### src/rtl/serdes_pkg.sv
// -----------------------------------------------------------------------------
// serdes_pkg
//
// Shared definitions for the receive-side cipher deserializer:
//   rx_state_t        - frame reassembly state (IDLE, ACTIVE)
//   byte_t            - plaintext / ciphertext byte
//   LFSR_TAPS         - Fibonacci tap mask for bits 7,5,4,3
//   SEED_ZERO_DEFAULT - seed used in place of an all-zero key
//   lfsr_next()       - one keystream step
//   seed_of()         - key-to-seed mapping with zero-key substitution
// -----------------------------------------------------------------------------
package serdes_pkg;

    typedef enum logic [0:0] {
        IDLE   = 1'b0,
        ACTIVE = 1'b1
    } rx_state_t;

    typedef logic [7:0] byte_t;

    localparam byte_t LFSR_TAPS         = 8'hB8;
    localparam byte_t SEED_ZERO_DEFAULT = 8'hA5;

    // Shift left, feeding back the parity of the tapped bits into bit 0.
    function automatic byte_t lfsr_next(input byte_t state);
        return {state[6:0], ^(state & LFSR_TAPS)};
    endfunction

    // An all-zero LFSR never leaves zero, so a zero key is replaced.
    function automatic byte_t seed_of(input byte_t key, input byte_t zero_sub);
        return (key == 8'h00) ? zero_sub : key;
    endfunction

endpackage

### src/rtl/serdes_byte_fifo.sv
// -----------------------------------------------------------------------------
// serdes_byte_fifo
//
// Small first-word-fall-through byte FIFO. The head entry is visible on
// dout_o in the cycle after it is written; dout_o reads 8'h00 when empty.
// Pointers carry one extra MSB so full and empty are distinguished without
// a separate occupancy counter.
//
// Ports:
//   clk, rst_n - clock, asynchronous active-low reset (pointers only)
//   push_i     - write din_i; accepted when not full, or when full and
//                pop_i frees the head in the same cycle
//   pop_i      - advance the head (ignored when empty)
//   din_i      - byte to write
//   dout_o     - head byte, 8'h00 when empty
//   empty_o    - no entries
//   full_o     - DEPTH entries
// -----------------------------------------------------------------------------
module serdes_byte_fifo
    import serdes_pkg::*;
#(
    parameter int DEPTH = 4
) (
    input  logic  clk,
    input  logic  rst_n,
    input  logic  push_i,
    input  logic  pop_i,
    input  byte_t din_i,
    output byte_t dout_o,
    output logic  empty_o,
    output logic  full_o
);

    localparam int AW = $clog2(DEPTH);
    localparam logic [AW:0] PTR_ONE = (AW + 1)'(1);

    logic [AW:0] wr_ptr_q;
    logic [AW:0] rd_ptr_q;
    byte_t       mem_q [DEPTH];

    logic do_push;
    logic do_pop;

    assign empty_o = (wr_ptr_q == rd_ptr_q);
    assign full_o  = (wr_ptr_q[AW] != rd_ptr_q[AW]) &&
                     (wr_ptr_q[AW-1:0] == rd_ptr_q[AW-1:0]);

    // A push into a full FIFO is only safe when the head leaves this cycle.
    assign do_pop  = pop_i && !empty_o;
    assign do_push = push_i && (!full_o || do_pop);

    assign dout_o  = empty_o ? 8'h00 : mem_q[rd_ptr_q[AW-1:0]];

    // Storage has no reset: stale contents are unreachable once the
    // pointers are cleared.
    always_ff @(posedge clk) begin
        if (do_push) begin
            mem_q[wr_ptr_q[AW-1:0]] <= din_i;
        end
    end

    always_ff @(posedge clk or negedge rst_n) begin
        if (!rst_n) begin
            wr_ptr_q <= '0;
            rd_ptr_q <= '0;
        end else begin
            if (do_push) begin
                wr_ptr_q <= wr_ptr_q + PTR_ONE;
            end
            if (do_pop) begin
                rd_ptr_q <= rd_ptr_q + PTR_ONE;
            end
        end
    end

endmodule

### src/rtl/serdes_cipher_deserializer.sv
// -----------------------------------------------------------------------------
// serdes_cipher_deserializer
//
// Collects the serial cipher stream MSB-first into bytes, decrypts each
// byte with an 8-bit LFSR keystream (one step per byte) seeded from key_i
// at frame start, and queues the plaintext in a byte FIFO drained through
// a valid/ready interface.
//
// Ports:
//   clk, rst_n     - clock, asynchronous active-low reset
//   cipher_bit_i   - serial cipher bit
//   bit_valid_i    - cipher_bit_i is sampled this cycle
//   done_i         - one-cycle frame-end marker
//   key_i          - keystream seed, sampled on the first bit of a frame
//   out_ready_i    - consumer accepts data_out_o this cycle
//   data_out_o     - FIFO head plaintext byte, 8'h00 when empty
//   data_valid_o   - FIFO non-empty
//   frame_end_o    - pulse in the cycle after a frame is closed
//   short_frame_o  - pulse with frame_end_o when a partial byte was dropped
//   overrun_o      - sticky: a completed byte was lost to a full FIFO
// -----------------------------------------------------------------------------
module serdes_cipher_deserializer
    import serdes_pkg::*;
#(
    parameter int    DEPTH     = 4,
    parameter byte_t SEED_ZERO = SEED_ZERO_DEFAULT
) (
    input  logic       clk,
    input  logic       rst_n,
    input  logic       cipher_bit_i,
    input  logic       bit_valid_i,
    input  logic       done_i,
    input  logic [7:0] key_i,
    input  logic       out_ready_i,
    output logic [7:0] data_out_o,
    output logic       data_valid_o,
    output logic       frame_end_o,
    output logic       short_frame_o,
    output logic       overrun_o
);

    rx_state_t   state_q;
    byte_t       sh_q;
    logic [2:0]  cnt_q;
    byte_t       lfsr_q;
    logic        frame_end_q;
    logic        short_frame_q;
    logic        overrun_q;

    byte_t       sh_d;
    logic [2:0]  cnt_d;
    logic        byte_done;
    logic        frame_close;
    byte_t       plain_byte;

    logic        fifo_push;
    logic        fifo_pop;
    logic        fifo_empty;
    logic        fifo_full;
    byte_t       fifo_dout;

    // Shift register and bit count as they stand once this cycle's bit is
    // taken in. sh_q is held at zero while idle, so the first bit of a
    // frame lands in bit 0 and reaches bit 7 after eight shifts.
    assign sh_d  = {sh_q[6:0], cipher_bit_i};
    assign cnt_d = bit_valid_i ? (cnt_q + 3'd1) : cnt_q;

    // cnt_q is always zero in IDLE, so only ACTIVE can complete a byte.
    assign byte_done  = (state_q == ACTIVE) && bit_valid_i && (cnt_q == 3'd7);
    assign plain_byte = sh_d ^ lfsr_q;

    // The bit in the done cycle is taken first; a first bit arriving with
    // done therefore opens and closes a one-bit frame.
    assign frame_close = done_i && ((state_q == ACTIVE) || bit_valid_i);

    assign fifo_push = byte_done;
    assign fifo_pop  = data_valid_o && out_ready_i;

    serdes_byte_fifo #(
        .DEPTH (DEPTH)
    ) u_fifo (
        .clk     (clk),
        .rst_n   (rst_n),
        .push_i  (fifo_push),
        .pop_i   (fifo_pop),
        .din_i   (plain_byte),
        .dout_o  (fifo_dout),
        .empty_o (fifo_empty),
        .full_o  (fifo_full)
    );

    always_ff @(posedge clk or negedge rst_n) begin
        if (!rst_n) begin
            state_q       <= IDLE;
            sh_q          <= '0;
            cnt_q         <= '0;
            lfsr_q        <= '0;
            frame_end_q   <= 1'b0;
            short_frame_q <= 1'b0;
            overrun_q     <= 1'b0;
        end else begin
            frame_end_q   <= frame_close;
            short_frame_q <= frame_close && (cnt_d != 3'd0);

            // The FIFO drops the byte itself; only the flag is kept here.
            if (fifo_push && fifo_full && !fifo_pop) begin
                overrun_q <= 1'b1;
            end

            unique case (state_q)
                IDLE: begin
                    if (bit_valid_i) begin
                        lfsr_q  <= seed_of(key_i, SEED_ZERO);
                        sh_q    <= {7'b0, cipher_bit_i};
                        cnt_q   <= 3'd1;
                        state_q <= ACTIVE;
                    end
                end
                ACTIVE: begin
                    if (bit_valid_i) begin
                        sh_q  <= sh_d;
                        cnt_q <= cnt_d;
                        // Keystream advances per byte, not per bit.
                        if (cnt_q == 3'd7) begin
                            lfsr_q <= lfsr_next(lfsr_q);
                        end
                    end
                end
                default: begin
                    state_q <= IDLE;
                end
            endcase

            // Closing overrides the bit update above; any partial byte is
            // discarded and the next frame starts from a clean shifter.
            if (frame_close) begin
                state_q <= IDLE;
                sh_q    <= '0;
                cnt_q   <= '0;
            end
        end
    end

    assign data_out_o    = fifo_dout;
    assign data_valid_o  = !fifo_empty;
    assign frame_end_o   = frame_end_q;
    assign short_frame_o = short_frame_q;
    assign overrun_o     = overrun_q;

endmodule
### config.mk
export PLATFORM = sky130hd
export DESIGN_NAME = serdes_cipher_deserializer
export DESIGN_NICKNAME = d
export VERILOG_FILES = /design/src/rtl/serdes_pkg.sv /design/src/rtl/serdes_byte_fifo.sv /design/src/rtl/serdes_cipher_deserializer.sv
export SDC_FILE = /design/constraint.sdc
export NUM_CORES = 1
export LEC_CHECK = 0
export CAP_MARGIN = 20
export CORE_MARGIN = 3
export CORE_UTILIZATION = 45
export CTS_CLUSTER_SIZE = 25
export DETAILED_ROUTE_END_ITERATION = 8
export SYNTH_ARGS = -nofsm -noshare
export SYNTH_HDL_FRONTEND = slang
export SYNTH_HIERARCHICAL = 1
export SYNTH_SLANG_ARGS = --single-unit
### constraint.sdc
create_clock -name clk -period 3.5 [get_ports clk]
set_input_delay 0.7 -clock clk [delete_from_list [all_inputs] [get_ports clk]]
set_output_delay 0.7 -clock clk [all_outputs]
set_load 0.01 [all_outputs]
==> results of run 1 <==
-- sequential cells by signal, summed over array words and instances (netlist names) --
| name | cells |
|---|---|
| u_fifo/mem_q | 32 |
| lfsr_q | 8 |
| sh_q | 7 |
| cnt_q | 3 |
| u_fifo/rd_ptr_q | 3 |
| u_fifo/wr_ptr_q | 3 |
| frame_end_o | 1 |
| overrun_o | 1 |
| short_frame_o | 1 |
| state_q | 1 |
-- metal layers --
layer | routed length (um) | vias up | part of all wire | GRT usage
li1 | - | 807 | - | -
met2 | 2640 | 38 | 0.49 | 0.266
met3 | 185 | 10 | 0.035 | 0.0336
met1 | 2420 | 829 | 0.45 | 0.210
met4 | 109 | 0 | 0.020 | 0.0777
met5 | 0 | - | 0 | 0
-- area by class of cell --
| class | count | share of cell area |
|---|---|---|
| sequential | 60 | 0.496 |
| multi-input combinational | 124 | 0.332 |
| timing repair buffer | 28 | 0.0814 |
| clock buffer | 9 | 0.0370 |
| tap | 75 | 0.0280 |
| clock inverter | 7 | 0.0202 |
| inverter | 5 | 0.00560 |
-- metrics by stage --
stage	total power (uW)	cells	area, sq um	utilization
2_1_floorplan	901	197	2850	-
3_3_place_gp	957	292	3160	0.525
3_5_place_dp	962	292	3160	0.525
4_1_cts	1560	308	3350	0.556
5_1_grt	1610	308	3350	0.556
6_report	1540	308	3350	0.556
-- kinds of logic (layout without fill, tap and decap cells) --
family,count (synthesis),after routing,share of synthesized area
compound gates,38,38,0.104
xor+xnor,19,19,0.0676
fa+ha+maj,7,7,0.0307
buf+inv,13,49,0.0268
flops,60,60,0.583
mux,14,14,0.0851
simple gates,46,46,0.103
-- how the worst min path moves through the flow --
stage           endpoint  slack [ps]  cells after the start      start
2_1_floorplan   cnt_q[0]         400                      0      rst_n
3_3_place_gp   overrun_o         450                      1  overrun_o
3_5_place_dp   overrun_o         460                      1  overrun_o
4_1_cts        overrun_o         470                      1  overrun_o
5_1_grt        overrun_o         500                      1  overrun_o
6_report       overrun_o         460                      1  overrun_o
-- critical path: cells and delay by family (launching register included) --
kind / cells / cell delay (ps)
flip-flops: 1 / 690
XOR/XNOR: 1 / 200
buffers and inverters: 1 / 510
AND/OR/NAND/NOR: 2 / 660
-- power groups by stage --
| stage | registers (uW) | clock network [uW] | logic (uW) |
|---|---|---|---|
| 2_1_floorplan | 816 | 0 | 85.0 |
| 3_3_place_gp | 826 | 0 | 131 |
| 3_5_place_dp | 828 | 0 | 135 |
| 4_1_cts | 813 | 609 | 135 |
| 5_1_grt | 817 | 641 | 150 |
| 6_report | 813 | 594 | 132 |
-- placed cells by master (no fill, tap or decap), types with 2 or more instances in the layout --
master	n
clkbuf_8	9
mux2_1	2
dfrtp_1	28
a22o_1	4
xor2_1	11
nor2_1	5
clkinv_2	2
a21oi_1	9
nand2_1	7
xnor2_1	6
ha_1	7
a211oi_1	3
mux2i_1	4
nor2b_1	10
o41ai_2	2
nand3_1	4
mux4_2	8
and3_1	8
clkinvlp_4	2
nor4_4	2
nand2b_1	4
o21ai_1	4
inv_1	5
buf_4	3
clkdlybuf4s50_1	25
o2bb2ai_1	3
edfxtp_1	32
a31oi_1	4
==> flow_summary.ini, run 1 <==
[timing]
finalMaxSlewViolations = 0
headroom_to_the_max_slew_limit = 0.473
fmaxAchievable_mhz = 323
layout_min_cycle_time_ps = 3090
layout_setup_ws_ps = 408
clock_skew_ps = 12.2
rsz_0062_raised_after_global_routing = no
report.final.hold_viol_count = 0
final.hold.worst_slack_ps = 463
worst_slew_pin_tran_ps = 791
setup_viol = 0
finalSetupTns_ps = 0
post-route-period-util = 0.883

[worst_setup_path]
r2r-end = u_fifo/mem_q[0][6]
end_of_the_critical_path = data_out_o[3]
cp_max_stage_cell = dfrtp_1
worst-r2r-setup-slack_ps = 550
crit_path_cell_trace = xor2_4 -> nor3_2 -> nor2b_1 -> clkdlybuf4s50_1
slowest_delay_ps = 690
crit_path_start_kind = register
critPathMaxFanout = 11
r2r_worst_path_depth = 5
critPathLaunch = u_fifo/rd_ptr_q[1]
cp_data_arrival_time_ps = 2390
critPathCaptureType = primary output
regToRegStartpoint = u_fifo/rd_ptr_q[1]
worst-setup-path-type = register to primary output
worst_ep_required_time_ps = 2800

[synth]
synth_largest_area_cell = edfxtp_1
synth_warnings = 6
synth.lib_cells_used.distinct = 43
synth.avg_cell_area_sq_um = 14.5
synth_area_sq_um = 2850
synth.ff_latch_count = 60
netlist_top_cells_area = edfxtp_1 (34%), dfrtp_1 (25%), mux4_2 (6.3%), xor2_1 (3.4%), ha_1 (3.1%)
synth_seq_area_share = 0.583
most_frequent_cell_after_synthesis = edfxtp_1
number_of_enable_flip_flop_cells_after_synthesis = 32
post-synth-top-area-fraction = 0.337
synth_common_cells = edfxtp_1 (32), dfrtp_1 (28), xor2_1 (11), nor2b_1 (10), a21oi_1 (9)
synth_ff_type = edfxtp_1
postSynthNetCount = 218
synthArstFlopShare = 0.467
synthesis.instances = 197

[global_route]
globalRouteOverflowTotal = 0
grt_pass1_wl_um = 9070
grt_antenna_before_repair = 0
largest_net_degree_at_the_start_of_global_routing = 29
globalRouteTotalUtil = 0.163
grt_pass1_vias = 1839

[die]
std_cell_rows = 28
chipWidth_um = 85.6
floorplan.core_area_sq_um = 6030
initial_core_util = 0.473
die_h_um = 85.6
die_area_sq_um = 7330
io-pin-count = 26

[route]
detail_route.wirelength_um = 5360
drcViolationCount = 0
drt.antenna.violating_nets = 0
detail_route.iter0.violations = 85
drt-vias-per-instance = 5.47
first_pass_iters = 4
drt-wirelength-per-cell_um = 17.4
vias = 1684

[place]
place_congestion = 0.789
sum_of_net_half_perimeters_after_detailed_placement_um = 3950
setup_slack_after_placement_ps = 530
numPortBuffers = 25

[cells_and_area]
fillCellCount = 520
finish.net_count = 249
synthToLayoutAreaGrowth_pct = 17.6
area_of_the_multi_input_gates_sq_um = 1110
register_area_sq_um = 1660
n_antenna_cell = 0
final_layout_size_suffix_gt1_frac = 0.167

[power_and_ir_drop]
power.net_switching_uw = 373
p_leak_uw = 0.00130
peak_supply_drop_v = 0.000344
combPwrFrac = 0.086
internal_power_uw = 1170
power_frac_clock = 0.386
power_density_nw_per_um2 = 459
power.share.sequential = 0.528
sw_frac_of_total = 0.242

[run]
maxCapViolations = 0

[clock_network]
max-clock-path-buffers = 2
htree_num_levels = 3
cts-resized-gates = 0
cts_num_sinks = 60
cts_inserted_buffers = 9
cts.hold.buffers_added = 0
cts_tree = done
clock_insertion_delay_worst_skew_ps = 330
root_buffer = clkbuf_8
cts.reportedPaths.clkPinSlew_ps = 70
postCtsSetupRepairBufs = 0

[min_path]
hp-class = register to register

[outcome]
status = complete, no violations
No activity file was read; power rests on OpenSTA's default activity.
==> run 2, diff against run 1 <==
--- a/config.mk
+++ b/config.mk
@@ -6,4 +6,5 @@
 export NUM_CORES = 1
 export LEC_CHECK = 0
+export ABC_CLOCK_PERIOD_IN_PS = 3500
 export CAP_MARGIN = 20
 export CORE_MARGIN = 3
==> constraint.sdc (replaced) <==
create_clock -name clk -period 3.5 [get_ports clk]
set_input_delay 0.35 -clock clk [delete_from_list [all_inputs] [get_ports clk]]
set_output_delay 0.35 -clock clk [all_outputs]
set_load 0.01 [all_outputs]
==> run 2 against run 1 <==
Clock skew fell by 5.3 ps. Non-clock buffer count did not move. Critical path type is now register to register. Critical path depth rose by 1. Via count barely moved. Sequential power barely moved. Die area did not move. Critical endpoint is now u_fifo/mem_q[1][6]. Routed wire length rose by 0.35%. Global-route usage rose by 0.35 points. Count of clock-buffer cells in the layout did not move. Power fell by 5.1%. Worst hold slack got worse by 59 ps.
==> flow_summary.ini, run 2 (synthesis gave the netlist of run 1 again) <==
[worst_setup_path]
cp_data_arrival_time_ps = 2980
worst_ep_required_time_ps = 3540
crit_path_cell_trace = xor2_4 -> nor3_2 -> nor2b_1 -> or4_4 -> and3_1
critPathMaxFanout = 11
slowest_delay_ps = 700
cp_max_stage_cell = dfrtp_1
top_family_by_delay_on_critical_path = simple AND/OR/NAND/NOR gates
path_buf_inv = 0
worst-setup-path-type = register to register
critPathCaptureType = register
worst-r2r-setup-slack_ps = 550
crit_path_start_kind = register

[cells_and_area]
finish.net_count = 249
most-common-layout-cells = edfxtp_1 (32), dfrtp_1 (28), clkdlybuf4s50_1 (25)
n_antenna_cell = 0
synthToLayoutAreaGrowth_pct = 16.7
final_layout_size_suffix_gt1_frac = 0.172
flip_flop_count_of_the_largest_register_all_copies_and_words_added = 32
fillCellCount = 496
layout.cells.most_common = edfxtp_1

[timing]
clock_skew_ps = 6.92
setup_viol = 0
worst_slew_pin_tran_ps = 793
report.final.hold_viol_count = 0
rsz_0062_raised_after_global_routing = no
layout_setup_ws_ps = 554
fmaxAchievable_mhz = 339
post-route-period-util = 0.842
finalMaxSlewViolations = 0
headroom_to_the_max_slew_limit = 0.471
layout_min_cycle_time_ps = 2950
finalSetupTns_ps = 0

[route]
first_pass_iters = 4
detail_route.wirelength_um = 5380
drt.antenna.violating_nets = 0
drcViolationCount = 0
detail_route.iter0.violations = 74
drt-wirelength-per-cell_um = 17.5
vias = 1683
drt-vias-per-instance = 5.46

[global_route]
grt_pass1_wl_um = 9360
grt_antenna_before_repair = 0
grt_pass1_vias = 1870
largest_net_degree_at_the_start_of_global_routing = 29
globalRouteOverflowTotal = 0
globalRouteTotalUtil = 0.167

[place]
place_congestion = 0.810
sum_of_net_half_perimeters_after_detailed_placement_um = 4020
numPortBuffers = 25
setup_slack_after_placement_ps = 527

[power_and_ir_drop]
sw_frac_of_total = 0.251
power_frac_clock = 0.351
power_density_nw_per_um2 = 439
internal_power_uw = 1090
p_leak_uw = 0.00129
power.net_switching_uw = 366
combPwrFrac = 0.092
totalPowerFinal_uw = 1460
peak_supply_drop_v = 0.000268
power.share.sequential = 0.557

[die]
initial_core_util = 0.473
floorplan.core_area_sq_um = 6030
die_area_sq_um = 7330
chipWidth_um = 85.6
io-pin-count = 26
die_h_um = 85.6
std_cell_rows = 28

[clock_network]
cts_num_sinks = 60
max-clock-path-buffers = 2
clock_insertion_delay_worst_skew_ps = 320
cts.hold.buffers_added = 0
cts.reportedPaths.clkPinSlew_ps = 70
htree_num_levels = 3
cts_inserted_buffers = 9
cts_tree = done
cts-resized-gates = 0
postCtsSetupRepairBufs = 0
root_buffer = clkbuf_8

[outcome]
status = complete, no violations

[min_path]
hp-class = input port to asynchronous set/reset pin

[run]
maxCapViolations = 0
[run 2: routing by layer]
layer  share of wire  GRT usage  up-vias  routed length [um]
li1                -          -      805                   -
met1            0.44      0.213      840                2370
met2            0.52      0.280       32                2790
met3           0.031     0.0384        6                 166
met4           0.011     0.0604        0                  57
met5               0          0        -                   0
[run 2: path summary, 6_finish.rpt]
| check | cells after the start | startpoint | to |
|---|---|---|---|
| setup / recovery | 5 | u_fifo/rd_ptr_q[1] | u_fifo/mem_q[1][6] |
| hold / removal | 2 | rst_n | u_fifo/rd_ptr_q[0] |
| setup reg to reg | 5 | u_fifo/rd_ptr_q[1] | u_fifo/mem_q[1][6] |
| hold reg to reg | 1 | overrun_o | overrun_o |
| max in group asynchronous | 2 | rst_n | lfsr_q[0] |
| min in group clk | 1 | overrun_o | overrun_o |
[run 2: per-stage QoR]
step	instance area (sq um)	hold WS (ps)	utilization	instances
after global placement	3160	444	0.525	292
after detailed placement	3160	456	0.525	292
after floorplan	2850	54.4	-	197
final	3330	405	0.552	308
after CTS	3330	405	0.552	308
after global routing	3330	433	0.552	308
[run 2: power by group through the flow]
| stage | Sequential, uW | Combinational (uW) | Clock (uW) |
|---|---|---|---|
| 2_1_floorplan | 816 | 85.0 | 0 |
| 4_1_cts | 814 | 138 | 532 |
| 3_3_place_gp | 827 | 131 | 0 |
| 6_report | 814 | 134 | 513 |
| 5_1_grt | 817 | 150 | 569 |
| 3_5_place_dp | 828 | 137 | 0 |
[run 2: final cells by class]
class / instances / area (sq um) / area share
clock buffer: 9 / 124 / 0.0372
clock inverter: 7 / 43.8 / 0.0132
inverter: 5 / 18.8 / 0.00564
multi-input combinational: 124 / 1110 / 0.335
sequential: 60 / 1660 / 0.499
tap: 75 / 93.8 / 0.0282
timing repair buffer: 28 / 273 / 0.0820
[run 2: worst reg2reg max path: stages (launching register included)]
cell	delay [ps]
dfrtp_1	700
xor2_4	200
nor3_2	560
nor2b_1	260
or4_4	600
and3_1	320
